**config.mk**
```make
export PLATFORM = sky130hd
export DESIGN_NAME = netbus_pkt_tx
export DESIGN_NICKNAME = d
export VERILOG_FILES = /design/src/rtl/netbus_pkt_tx.sv
export SDC_FILE = /design/constraint.sdc
export NUM_CORES = 1
export LEC_CHECK = 0
export ABC_CLOCK_PERIOD_IN_PS = 2000
export CAP_MARGIN = 10
export CORE_UTILIZATION = 51
export DETAILED_ROUTE_END_ITERATION = 6
export PLACE_DENSITY = 0.8
export SLEW_MARGIN = 20
export SYNTH_ARGS = -nofsm -noshare
export SYNTH_HDL_FRONTEND = slang
export SYNTH_SLANG_ARGS = --single-unit
```
**constraint.sdc**
```tcl
create_clock -name clk -period 2 [get_ports clk]
set_clock_uncertainty 0.1 [all_clocks]
set_input_delay 0.5 -clock clk [delete_from_list [all_inputs] [get_ports clk]]
set_output_delay 0.5 -clock clk [all_outputs]
set_load 0.02 [all_outputs]
```
**src/rtl/netbus_pkt_tx.sv**
```systemverilog
// NetBus source endpoint: frames a local byte stream into NetBus words with
// SOP/EOP/route control, enforces a maximum packet length, and drives the bus through a 2-entry skid buffer.
`timescale 1ns/1ps
module netbus_pkt_tx #(
  parameter int unsigned DATA_WIDTH = 4,
  parameter int unsigned MAX_WORDS  = 64,
  parameter int unsigned CNT_WIDTH  = 16
) (
  input  logic                       clk,
  input  logic                       resetn,
  input  logic [DATA_WIDTH*8-1:0]    s_data,
  input  logic [DATA_WIDTH-1:0]      s_keep,
  input  logic                       s_last,
  input  logic [7:0]                 s_route,
  input  logic                       s_valid,
  output logic                       s_ready,
  output logic [DATA_WIDTH*9+13:0]   data,
  output logic                       valid,
  input  logic                       ready,
  output logic [CNT_WIDTH-1:0]       pkt_count,
  output logic [CNT_WIDTH-1:0]       trunc_count
);

  localparam int unsigned W    = DATA_WIDTH*9 + 14;
  localparam int unsigned BASE = DATA_WIDTH*9;
  localparam int unsigned WC_W = $clog2(MAX_WORDS + 1);

  typedef enum logic [1:0] {ST_IDLE, ST_PKT, ST_DRAIN} state_t;

  state_t            state, state_nxt;
  logic [WC_W-1:0]   wcnt, wcnt_nxt;
  logic [7:0]        route_q, route_nxt;
  logic [W-1:0]      skid_data, skid_data_nxt, data_nxt;
  logic              skid_valid, skid_valid_nxt, valid_nxt, s_ready_nxt;
  logic [CNT_WIDTH-1:0] pkt_count_nxt, trunc_count_nxt;

  logic [BASE-1:0]   lanes_c;
  logic [W-1:0]      word_c;
  logic              accept, emit, sop, eop, pop;
  logic [7:0]        word_route;

  // Lane packing: invalid lanes carry a zero byte and a cleared flag
  always_comb begin
    lanes_c = '0;
    for (int unsigned i = 0; i < DATA_WIDTH; i++) begin
      lanes_c[9*i +: 9] = s_keep[i] ? {1'b1, s_data[8*i +: 8]} : 9'd0;
    end
  end

  always_ff @(posedge clk or negedge resetn) begin
    if (!resetn) begin
      state       <= ST_IDLE;
      wcnt        <= '0;
      route_q     <= '0;
      data        <= '0;
      valid       <= 1'b0;
      skid_data   <= '0;
      skid_valid  <= 1'b0;
      s_ready     <= 1'b0;
      pkt_count   <= '0;
      trunc_count <= '0;
    end else begin
      state       <= state_nxt;
      wcnt        <= wcnt_nxt;
      route_q     <= route_nxt;
      data        <= data_nxt;
      valid       <= valid_nxt;
      skid_data   <= skid_data_nxt;
      skid_valid  <= skid_valid_nxt;
      s_ready     <= s_ready_nxt;
      pkt_count   <= pkt_count_nxt;
      trunc_count <= trunc_count_nxt;
    end
  end

  always_comb begin
    state_nxt       = state;
    wcnt_nxt        = wcnt;
    route_nxt       = route_q;
    trunc_count_nxt = trunc_count;
    pkt_count_nxt   = pkt_count;
    emit            = 1'b0;
    sop             = 1'b0;
    eop             = 1'b0;
    accept          = s_valid & s_ready;
    pop             = valid & ready;

    case (state)
      ST_IDLE: begin
        if (accept) begin
          emit      = 1'b1;
          sop       = 1'b1;
          route_nxt = s_route;
          wcnt_nxt  = WC_W'(1);
          if (s_last) eop = 1'b1;
          else        state_nxt = ST_PKT;
        end
      end
      ST_PKT: begin
        if (accept) begin
          emit     = 1'b1;
          wcnt_nxt = wcnt + WC_W'(1);
          if (s_last) begin
            eop       = 1'b1;
            state_nxt = ST_IDLE;
          end else if (wcnt == WC_W'(MAX_WORDS - 1)) begin
            // Packet hit the length limit: close it here and swallow the rest
            eop             = 1'b1;
            trunc_count_nxt = trunc_count + CNT_WIDTH'(1);
            state_nxt       = ST_DRAIN;
          end
        end
      end
      ST_DRAIN: begin
        if (accept && s_last) state_nxt = ST_IDLE;
      end
      default: state_nxt = ST_IDLE;
    endcase

    word_route = (state == ST_IDLE) ? s_route : route_q;
    word_c     = {word_route, 4'b0000, eop, sop, lanes_c};

    // Skid buffer: head register drives the bus, second entry absorbs one stall
    valid_nxt      = valid;
    data_nxt       = data;
    skid_valid_nxt = skid_valid;
    skid_data_nxt  = skid_data;
    if (!valid) begin
      if (emit) begin
        valid_nxt = 1'b1;
        data_nxt  = word_c;
      end
    end else if (pop) begin
      if (skid_valid) begin
        data_nxt = skid_data;
        if (emit) skid_data_nxt  = word_c;
        else      skid_valid_nxt = 1'b0;
      end else if (emit) begin
        data_nxt = word_c;
      end else begin
        valid_nxt = 1'b0;
      end
    end else if (emit) begin
      skid_valid_nxt = 1'b1;
      skid_data_nxt  = word_c;
    end

    if (pop && data[BASE+1]) pkt_count_nxt = pkt_count + CNT_WIDTH'(1);

    // Draining never writes the buffer, so input stays open regardless of fill
    s_ready_nxt = (state_nxt == ST_DRAIN) || !(valid_nxt && skid_valid_nxt);
  end

endmodule

```
# ---- Yosys cells after proc, flatten, opt, wreduce, memory -nomap -nowiden
# Cells that the tools add are included.
dict set report totals {
  reg_bits 152
  latchBits 0
  ram_bits 0
  romBits 0
  input_bits 49
  output_inout_bits 84
  wordCells 75
  n_memories 0
}
dict set report classes {
  add_sub_neg 3
  multipliers 0
  div_mod_pow 0
  n_lt_le_gt_ge 0
  n_eq_ne 8
  shift 0
  mux 39
  bitwise 3
  reduce_logical 12
}
# cell count
set ops {}
lappend ops {{2-to-1 mux 50 bit} 7}
lappend ops {{2-to-1 mux 9 bit} 4}
lappend ops {{adder 16 x 1 -> 16 bit (second input constant)} 2}
lappend ops {{2-to-1 mux 1 bit} 16}
lappend ops {{2-to-1 mux 7 bit} 2}
lappend ops {{one-hot mux 7 bit (2 select lines)} 1}
lappend ops {{2-to-1 mux 2 bit} 6}
lappend ops {{2-to-1 mux 8 bit} 1}
lappend ops {{adder 7 x 1 -> 7 bit (second input constant)} 1}
lappend ops {{equality test 7 x 6 -> 1 bit (second input constant)} 1}
lappend ops {{!= test 2 bit (second input constant)} 3}
lappend ops {{one-hot mux 2 bit (3 select lines)} 1}
lappend ops {{equality test 2 bit (second input constant)} 2}
lappend ops {{AND reduction 2 bit} 2}
lappend ops {{AND reduction 4 bit} 1}
lappend ops {{logical AND 1 bit} 3}
lappend ops {{AND reduction 3 bit} 1}
lappend ops {{AND 1 bit} 2}
lappend ops {{equality test 2 x 1 -> 1 bit (second input constant)} 1}
lappend ops {{zero test 2 bit} 1}
lappend ops {{!= test 2 x 1 -> 1 bit (second input constant)} 1}
lappend ops {{one-hot mux 1 bit (2 select lines)} 1}
lappend ops {{nonzero test 2 bit} 1}
lappend ops {{OR reduction 2 bit} 1}
lappend ops {{other kinds (3)} 3}

# ---- Depth between registers and ports, before layout
# Gate-level depths: netlist of the first run.
dict set report depth {
  ltp_word 10
  ltp_mapped 8
  depth_no_buf 5
}

# ---- Least setup slack after synthesis of the first run
# OpenSTA, ideal clock, no wires.
dict set report synth_timing {
  path_kind {register -> register}
  startpoint {reg valid}
  endpoint {reg skid_data[17]}
  setup_ns 0.125
  t_arrival_ns 1.587
  required_time_ns 1.775
  setup_slack_ns 0.188
  stages_incl_launch_ff 7
  period_less_slack_ns 1.812
  path_cell_list {dfrtp_1 buf_2 and2_1 buf_2 o21ai_4 buf_4 mux2_2}
}
dict set report synth_between {
  elab_chain_cells 3
  elab_cells_between_ends 4
  cone_classes {eq/ne (1); mux (1); bitwise (1); reduce/logical (1)}
}
# element line
set synth_rtl {}
lappend synth_rtl {{from (decl)} 18} ;# output logic valid,
lappend synth_rtl {{from (signal assigned)} 67} ;# valid <= valid_nxt;
lappend synth_rtl {{AND 1 bit} 86} ;# pop = valid & ready;
lappend synth_rtl {{!= test 2 bit (no source line)} --}
lappend synth_rtl {{AND reduction 2 bit (no source line)} --}
lappend synth_rtl {{to (signal assigned)} 68} ;# skid_data <= skid_data_nxt;
lappend synth_rtl {{to (decl)} 33} ;# logic [W-1:0] skid_data, skid_data_nxt, data_nxt;
# Several ways; a longest one is shown, not always the timed one.
# A chain may end at the register's enable or synchronous reset.

# ---- Final worst setup path of the first run
dict set report layout_timing {
  startpoint {reg data[24]}
  endpoint {out data[24]}
}
# element line
set layout_lines {}
lappend layout_lines {{from (decl)} 17} ;# output logic [DATA_WIDTH*9+13:0] data,
lappend layout_lines {{from (signal assigned)} 66} ;# data <= data_nxt;
# No word-level cell between the ends.

==> impl_metrics.xml, run 1 <==
<?xml version="1.0" encoding="UTF-8"?>
<metrics>
  <group name="clock_network">
    <metric name="cts.sink_count" unit="">148</metric>
    <metric name="tritoncts" unit="">yes</metric>
    <metric name="cts.path.max_buffers" unit="">2</metric>
    <metric name="clk_pin_slew" unit="ns">0.06</metric>
    <metric name="worstSkewPairLatency" unit="ns">0.43</metric>
    <metric name="cts-buffers-inserted" unit="">17</metric>
    <metric name="cts_root_buf" unit="">clkbuf_16</metric>
    <metric name="cts_htree_levels" unit="">4</metric>
  </group>
  <group name="global_route">
    <metric name="grt_usage" unit="%">25.9</metric>
    <metric name="grt_antenna_before_repair" unit="">0</metric>
    <metric name="grt_overflow_total" unit="">0</metric>
    <metric name="first_global_vias" unit="">5369</metric>
    <metric name="largest_net_degree_at_the_start_of_global_routing" unit="">49</metric>
    <metric name="first_pass_grt_wire_length" unit="µm">26000</metric>
  </group>
  <group name="setup_path">
    <metric name="crit_required" unit="ns">1.40</metric>
    <metric name="worst_r2r_path_depth" unit="">4</metric>
    <metric name="worstReg2RegEnd" unit="">trunc_count[1]</metric>
    <metric name="critical_path_class" unit="">register to output port</metric>
    <metric name="cp-start-kind" unit="">register</metric>
    <metric name="crit_chain" unit="">clkdlybuf4s50_1</metric>
    <metric name="r2r_setup_slack" unit="ns">0.19</metric>
    <metric name="worst-path-max-fanout" unit="">2</metric>
    <metric name="critPathTopFamily" unit="">buffers and inverters</metric>
    <metric name="crit_path_end_kind" unit="">output port</metric>
    <metric name="count_of_buffering_cells_on_the_critical_path_with_inverters_included" unit="">1</metric>
    <metric name="critPathArrivalTime" unit="ns">1.36</metric>
    <metric name="critical-path-max-stage-delay" unit="ns">0.60</metric>
    <metric name="regToRegStartpoint" unit="">wcnt[0]</metric>
    <metric name="critical_path.slowest_cell" unit="">clkdlybuf4s50_1</metric>
  </group>
  <group name="cells_and_area">
    <metric name="final_net_count" unit="">832</metric>
    <metric name="fillerInstances" unit="">883</metric>
    <metric name="area_growth" unit="%">37.4</metric>
    <metric name="post_route_cells_drive_above_1_share" unit="%">13.2</metric>
    <metric name="antenna_cells_inserted" unit="">0</metric>
    <metric name="layout.core_utilization" unit="%">72.8</metric>
  </group>
  <group name="worst_hold_path">
    <metric name="worstHoldPathType" unit="">register to register</metric>
    <metric name="hold_start" unit="">trunc_count[15]</metric>
    <metric name="endpoint_with_the_worst_hold_slack" unit="">trunc_count[15]</metric>
    <metric name="worst_hold_path.num_cells" unit="">1</metric>
  </group>
  <group name="die">
    <metric name="fp-row-count" unit="">40</metric>
    <metric name="pin_count" unit="">133</metric>
    <metric name="initial_core_util" unit="%">53.0</metric>
    <metric name="die_area" unit="mm²">0.0131</metric>
    <metric name="die_w" unit="µm">114</metric>
    <metric name="fp.dieH" unit="µm">114</metric>
    <metric name="fp.coreArea" unit="mm²">0.0122</metric>
  </group>
  <group name="power_and_ir_drop">
    <metric name="combinational_share_of_power" unit="%">36.2</metric>
    <metric name="design_power_total" unit="mW">12.6</metric>
    <metric name="worst_ir_drop_vdd" unit="mV">0.853</metric>
    <metric name="switching_share" unit="%">36.0</metric>
    <metric name="power.leakage" unit="nW">4.37</metric>
    <metric name="p_clk_share" unit="%">25.5</metric>
    <metric name="power.sequential.fraction" unit="%">38.3</metric>
    <metric name="p_switching" unit="mW">4.52</metric>
    <metric name="p_per_area" unit="mW/mm²">1420</metric>
    <metric name="power_report.internal_total" unit="mW">8.05</metric>
  </group>
  <group name="synth">
    <metric name="ys_seq_elements" unit="">148</metric>
    <metric name="ys_types" unit="">45</metric>
    <metric name="synth_seq_area_share" unit="%">57.4</metric>
    <metric name="post-synth-top-area-fraction" unit="%">57.4</metric>
    <metric name="postSynth.topFlopCell" unit="">dfrtp_1</metric>
    <metric name="postSynthNetCount" unit="">672</metric>
    <metric name="netlist_instances" unit="">620</metric>
    <metric name="netlist_top_cells_area" unit="">dfrtp_1 (57%), nand2_1 (7.7%), o21ai_0 (5.4%)</metric>
    <metric name="synth_common_cells" unit="">dfrtp_1 (148), nand2_1 (133), o21ai_0 (69)</metric>
    <metric name="count_of_flip_flops_with_a_built_in_enable_after_synthesis" unit="">0</metric>
    <metric name="yosys_warnings" unit="">0</metric>
    <metric name="yosysTopAreaCell" unit="">dfrtp_1</metric>
    <metric name="synth_most_common_cell" unit="">dfrtp_1</metric>
    <metric name="avgSynthCellArea" unit="µm²">10.4</metric>
    <metric name="mapped_area" unit="mm²">0.00645</metric>
    <metric name="async_flop_share" unit="%">100</metric>
  </group>
  <group name="timing">
    <metric name="finalWorstSetupSlack" unit="ns">0.0391</metric>
    <metric name="relSlewSlack" unit="%">68.7</metric>
    <metric name="finalHoldViolations" unit="">0</metric>
    <metric name="timing.final.max_slew_violations" unit="">0</metric>
    <metric name="timing.fmax" unit="GHz">0.510</metric>
    <metric name="tns" unit="ns">0</metric>
    <metric name="actual_slew_at_the_worst_max_slew_pin" unit="ns">0.469</metric>
    <metric name="post-route-min-period" unit="ns">1.96</metric>
    <metric name="timing.final.setup_violations" unit="">0</metric>
    <metric name="whs" unit="ns">0.360</metric>
    <metric name="finalCritPeriodShare" unit="%">98.0</metric>
  </group>
  <group name="route">
    <metric name="route.vias.total" unit="">5390</metric>
    <metric name="post_drt_via_cell_ratio" unit="">5.61</metric>
    <metric name="detail_route.first_pass.iterations" unit="">5</metric>
    <metric name="drc" unit="">0</metric>
    <metric name="postRouteWirelength" unit="µm">15800</metric>
    <metric name="route.antenna.remaining_nets" unit="">0</metric>
    <metric name="drt-initial-drc-count" unit="">423</metric>
    <metric name="routed_wire_length_per_instance" unit="µm">16.4</metric>
  </group>
  <group name="job">
    <metric name="cap_viol_max_count" unit="">0</metric>
  </group>
  <group name="placement">
    <metric name="routabilityCongestion" unit="">0.815</metric>
    <metric name="placement.setup.worst_slack" unit="ns">-0.209</metric>
    <metric name="numPortBuffers" unit="">132</metric>
    <metric name="place.detailed.hpwl" unit="µm">11000</metric>
  </group>
  <group name="outcome">
    <metric name="run_status" unit="">finished clean</metric>
  </group>
</metrics>
stage by stage:
stage	instance area, µm²	instances
finish	8860	961
global route	8860	961
global placement	8280	928
CTS	8820	961
detailed placement	8280	928
floorplan	6450	620
registers in the layout (all words and copies together), names as in the netlist:
signal	cells
data	50
pkt_count	16
route_q	8
s_ready	1
skid_data	46
skid_valid	1
state	2
trunc_count	16
valid	1
wcnt	7
logic make-up (layout without fill, tap and decap cells):
| family | Yosys count | in the layout | share of synthesized area (%) |
|---|---|---|---|
| compound gates | 140 | 140 | 13.9 |
| xor+xnor | 30 | 30 | 4.08 |
| fa+ha+maj | 3 | 3 | 0.582 |
| buf+inv | 44 | 217 | 3.40 |
| flops | 148 | 148 | 57.4 |
| mux | 26 | 26 | 4.31 |
| simple gates | 229 | 229 | 16.3 |
cell type report:
| type | instances | area, µm² | share of cell area (%) |
|---|---|---|---|
| Multi-Input combinational cell | 428 | 2530 | 28.5 |
| Clock inverter | 7 | 93.8 | 1.06 |
| Inverter | 4 | 15.0 | 0.169 |
| Sequential cell | 148 | 3700 | 41.8 |
| Timing Repair Buffer | 181 | 1790 | 20.3 |
| Clock buffer | 25 | 515 | 5.82 |
| Tap cell | 168 | 210 | 2.37 |
worst max path at each step:
stage | from | endpoint | slack, ns | cells after the start
final | data[24] | data[24] | 0.04 | 1
after CTS | data[13] | data[13] | 0.001 | 1
after global placement | s_last | trunc_count[15] | -0.16 | 6
after global routing | data[24] | data[24] | -0.008 | 1
after detailed placement | s_valid | skid_data[22] | -0.21 | 7
after floorplan | valid | skid_data[17] | 0.19 | 6
routing by layer:
metal | up-vias | share of wire (%) | GRT usage (%)
met1 | 2659 | 42 | 32.3
li1 | 2497 | - | -
met3 | 29 | 5.5 | 6.03
met4 | 0 | 2.3 | 13.0
met5 | - | 0 | 0
met2 | 205 | 50 | 42.4
what timing repair did:
action | 4_1_cts | 5_1_grt
setup endpoints to repair | 63 | 17
hold buffers | 1 | 0
resized for setup | 63 | 17
setup buffers | 0 | 0
endpoints found under the hold margin | 45 | 0
placed cells by master, fill, tap and decap left out, drive strengths merged, types with 24 or more instances in the layout:
cell type / n
buf: 49
nor2: 37
nand3: 24
clkbuf: 25
dlygate4sd2: 63
nand2: 133
o21ai: 81
clkdlybuf4s50: 51
a32oi: 32
dfrtp: 148
power by group through the flow:
stage | registers, mW | logic, mW | clock network [mW]
floorplan | 5.16 | 2.27 | 0
global placement | 4.77 | 4.58 | 0
detailed placement | 4.84 | 4.77 | 0
CTS | 4.80 | 4.59 | 3.26
global route | 4.94 | 4.99 | 3.39
finish | 4.82 | 4.55 | 3.20
Power figures use the tool's default switching activity.
==> inputs of run 2 (changes only) <==
--- a/config.mk
+++ b/config.mk
@@ -9,6 +9,7 @@
 export CAP_MARGIN = 10
 export CORE_UTILIZATION = 51
 export DETAILED_ROUTE_END_ITERATION = 6
+export GPL_TIMING_DRIVEN = 0
 export PLACE_DENSITY = 0.8
 export SLEW_MARGIN = 20
 export SYNTH_ARGS = -nofsm -noshare
==> run 2 against run 1 <==
Global-route usage rose by 1.1 points. Cell count decreased by 0.73%. Die area is the same. Non-clock buffer count decreased by 7. Largest power group unchanged.
==> impl_metrics.xml, run 2 (synthesized netlist as in run 1, its figures left out) <==
<?xml version="1.0" encoding="UTF-8"?>
<metrics>
  <group name="outcome">
    <metric name="run_status" unit="">finished clean</metric>
  </group>
  <group name="placement">
    <metric name="place.detailed.hpwl" unit="µm">11200</metric>
    <metric name="placement.cell_area" unit="mm²">0.00797</metric>
    <metric name="dpl_cells" unit="">917</metric>
    <metric name="numPortBuffers" unit="">128</metric>
    <metric name="routabilityCongestion" unit="">0.801</metric>
    <metric name="placement.setup.worst_slack" unit="ns">-0.562</metric>
  </group>
  <group name="timing">
    <metric name="finalCritPeriodShare" unit="%">99.3</metric>
    <metric name="actual_slew_at_the_worst_max_slew_pin" unit="ns">0.601</metric>
    <metric name="timing.final.setup_violations" unit="">0</metric>
    <metric name="timing.fmax" unit="GHz">0.504</metric>
    <metric name="tns" unit="ns">0</metric>
    <metric name="whs" unit="ns">0.365</metric>
    <metric name="relSlewSlack" unit="%">59.9</metric>
    <metric name="post-route-min-period" unit="ns">1.99</metric>
    <metric name="timing.final.max_slew_violations" unit="">0</metric>
    <metric name="finalWorstSetupSlack" unit="ns">0.0143</metric>
    <metric name="finalHoldViolations" unit="">0</metric>
  </group>
  <group name="cells_and_area">
    <metric name="fillerInstances" unit="">874</metric>
    <metric name="final-seq-area" unit="mm²">0.00370</metric>
    <metric name="antenna_cells_inserted" unit="">0</metric>
    <metric name="max_flop_register" unit="">data</metric>
    <metric name="layoutNonFillerInstCount" unit="">954</metric>
    <metric name="mostFrequentLayoutCells" unit="">dfrtp_1 (148), nand2_1 (133), o21ai_0 (68)</metric>
    <metric name="post_route_cells_drive_above_1_share" unit="%">11.6</metric>
    <metric name="mostFrequentLayoutCell" unit="">dfrtp_1</metric>
    <metric name="biggest_registers_after_layout" unit="">data (50), skid_data (46)</metric>
    <metric name="final_net_count" unit="">825</metric>
    <metric name="layout.core_utilization" unit="%">71.4</metric>
    <metric name="largest_reg_flops" unit="">50</metric>
    <metric name="stdcell_area" unit="mm²">0.00868</metric>
    <metric name="area_growth" unit="%">34.6</metric>
    <metric name="multiInputGateArea" unit="mm²">0.00255</metric>
  </group>
  <group name="clock_network">
    <metric name="worstSkewPairLatency" unit="ns">0.42</metric>
    <metric name="tritoncts" unit="">yes</metric>
    <metric name="cts.sink_count" unit="">148</metric>
    <metric name="cts_root_buf" unit="">clkbuf_16</metric>
    <metric name="clk_pin_slew" unit="ns">0.06</metric>
    <metric name="cts_htree_levels" unit="">4</metric>
    <metric name="cts.path.max_buffers" unit="">2</metric>
    <metric name="cts-buffers-inserted" unit="">17</metric>
  </group>
  <group name="route">
    <metric name="postRouteWirelength" unit="µm">16500</metric>
    <metric name="route.antenna.remaining_nets" unit="">0</metric>
    <metric name="routed_wire_length_per_instance" unit="µm">17.3</metric>
    <metric name="detail_route.first_pass.iterations" unit="">5</metric>
    <metric name="drt-initial-drc-count" unit="">457</metric>
    <metric name="route.vias.total" unit="">5455</metric>
    <metric name="drc" unit="">0</metric>
    <metric name="post_drt_via_cell_ratio" unit="">5.72</metric>
  </group>
  <group name="setup_path">
    <metric name="critical-path-max-stage-delay" unit="ns">0.61</metric>
    <metric name="worst-path-max-fanout" unit="">2</metric>
    <metric name="critPathTopFamily" unit="">buffers and inverters</metric>
    <metric name="r2r_setup_slack" unit="ns">0.14</metric>
    <metric name="cp-start-kind" unit="">register</metric>
    <metric name="crit_chain" unit="">clkdlybuf4s50_1</metric>
    <metric name="crit_path_end_kind" unit="">output port</metric>
    <metric name="count_of_buffering_cells_on_the_critical_path_with_inverters_included" unit="">1</metric>
    <metric name="crit_required" unit="ns">1.40</metric>
    <metric name="critical_path.slowest_cell" unit="">clkdlybuf4s50_1</metric>
    <metric name="critPathArrivalTime" unit="ns">1.39</metric>
    <metric name="critical_path_class" unit="">register to output port</metric>
  </group>
  <group name="die">
    <metric name="pin_count" unit="">133</metric>
    <metric name="fp-row-count" unit="">40</metric>
    <metric name="die_w" unit="µm">114</metric>
    <metric name="fp.coreArea" unit="mm²">0.0122</metric>
    <metric name="initial_core_util" unit="%">53.0</metric>
    <metric name="fp.dieH" unit="µm">114</metric>
    <metric name="die_area" unit="mm²">0.0131</metric>
  </group>
  <group name="power_and_ir_drop">
    <metric name="p_per_area" unit="mW/mm²">1460</metric>
    <metric name="design_power_total" unit="mW">12.7</metric>
    <metric name="power.leakage" unit="nW">4.29</metric>
    <metric name="worst_ir_drop_vdd" unit="mV">1.02</metric>
  </group>
  <group name="global_route">
    <metric name="grt_usage" unit="%">26.9</metric>
    <metric name="first_global_vias" unit="">5616</metric>
    <metric name="grt_overflow_total" unit="">0</metric>
    <metric name="largest_net_degree_at_the_start_of_global_routing" unit="">81</metric>
    <metric name="first_pass_grt_wire_length" unit="µm">27200</metric>
    <metric name="grt_antenna_before_repair" unit="">0</metric>
  </group>
  <group name="worst_hold_path">
    <metric name="worstHoldPathType" unit="">register to register</metric>
  </group>
  <group name="job">
    <metric name="cap_viol_max_count" unit="">0</metric>
  </group>
</metrics>
-- run 2: worst paths after layout --
path                       cells after the start            start              end
setup / recovery                               1         data[18]         data[18]
hold / removal                                 1  trunc_count[15]  trunc_count[15]
setup reg to reg                               7            valid         data[30]
hold reg to reg                                1  trunc_count[15]  trunc_count[15]
max in group asynchronous                      3           resetn  trunc_count[13]
min in group asynchronous                      2           resetn         data[13]
-- run 2: final cells by class --
cell class,instances,area share (%)
well taps,168,2.42
multi-input cells,428,29.3
inverters,4,0.173
clock inverters,9,1.70
plain buffers,39,2.38
repair buffers,135,15.6
flip-flops and latches,148,42.7
clock buffers,23,5.74
-- run 2: report_power, final --
part / total [mW] / internal, mW / switching, mW / leakage [nW]
registers: 4.76 / 4.08 / 0.681 / 1.89
clock network: 3.44 / 2.25 / 1.19 / 0.319
logic: 4.50 / 1.76 / 2.74 / 2.08
total: 12.7 / 8.08 / 4.61 / 4.29
-- run 2: what timing repair did --
item,4_1_cts,5_1_grt
pin swaps,2,3
hold buffers,1,0
setup buffers,1,4
hold endpoints to repair,79,0
setup endpoints to repair,101,62
resized for setup,57,34
-- run 2: routing by layer --
| layer | wire length [µm] | up-vias | global-route usage, % |
|---|---|---|---|
| li1 | - | 2488 | - |
| met1 | 7010 | 2708 | 34.3 |
| met2 | 8200 | 227 | 44.5 |
| met3 | 968 | 32 | 5.72 |
| met4 | 353 | 0 | 12.0 |
| met5 | 0 | - | 0 |
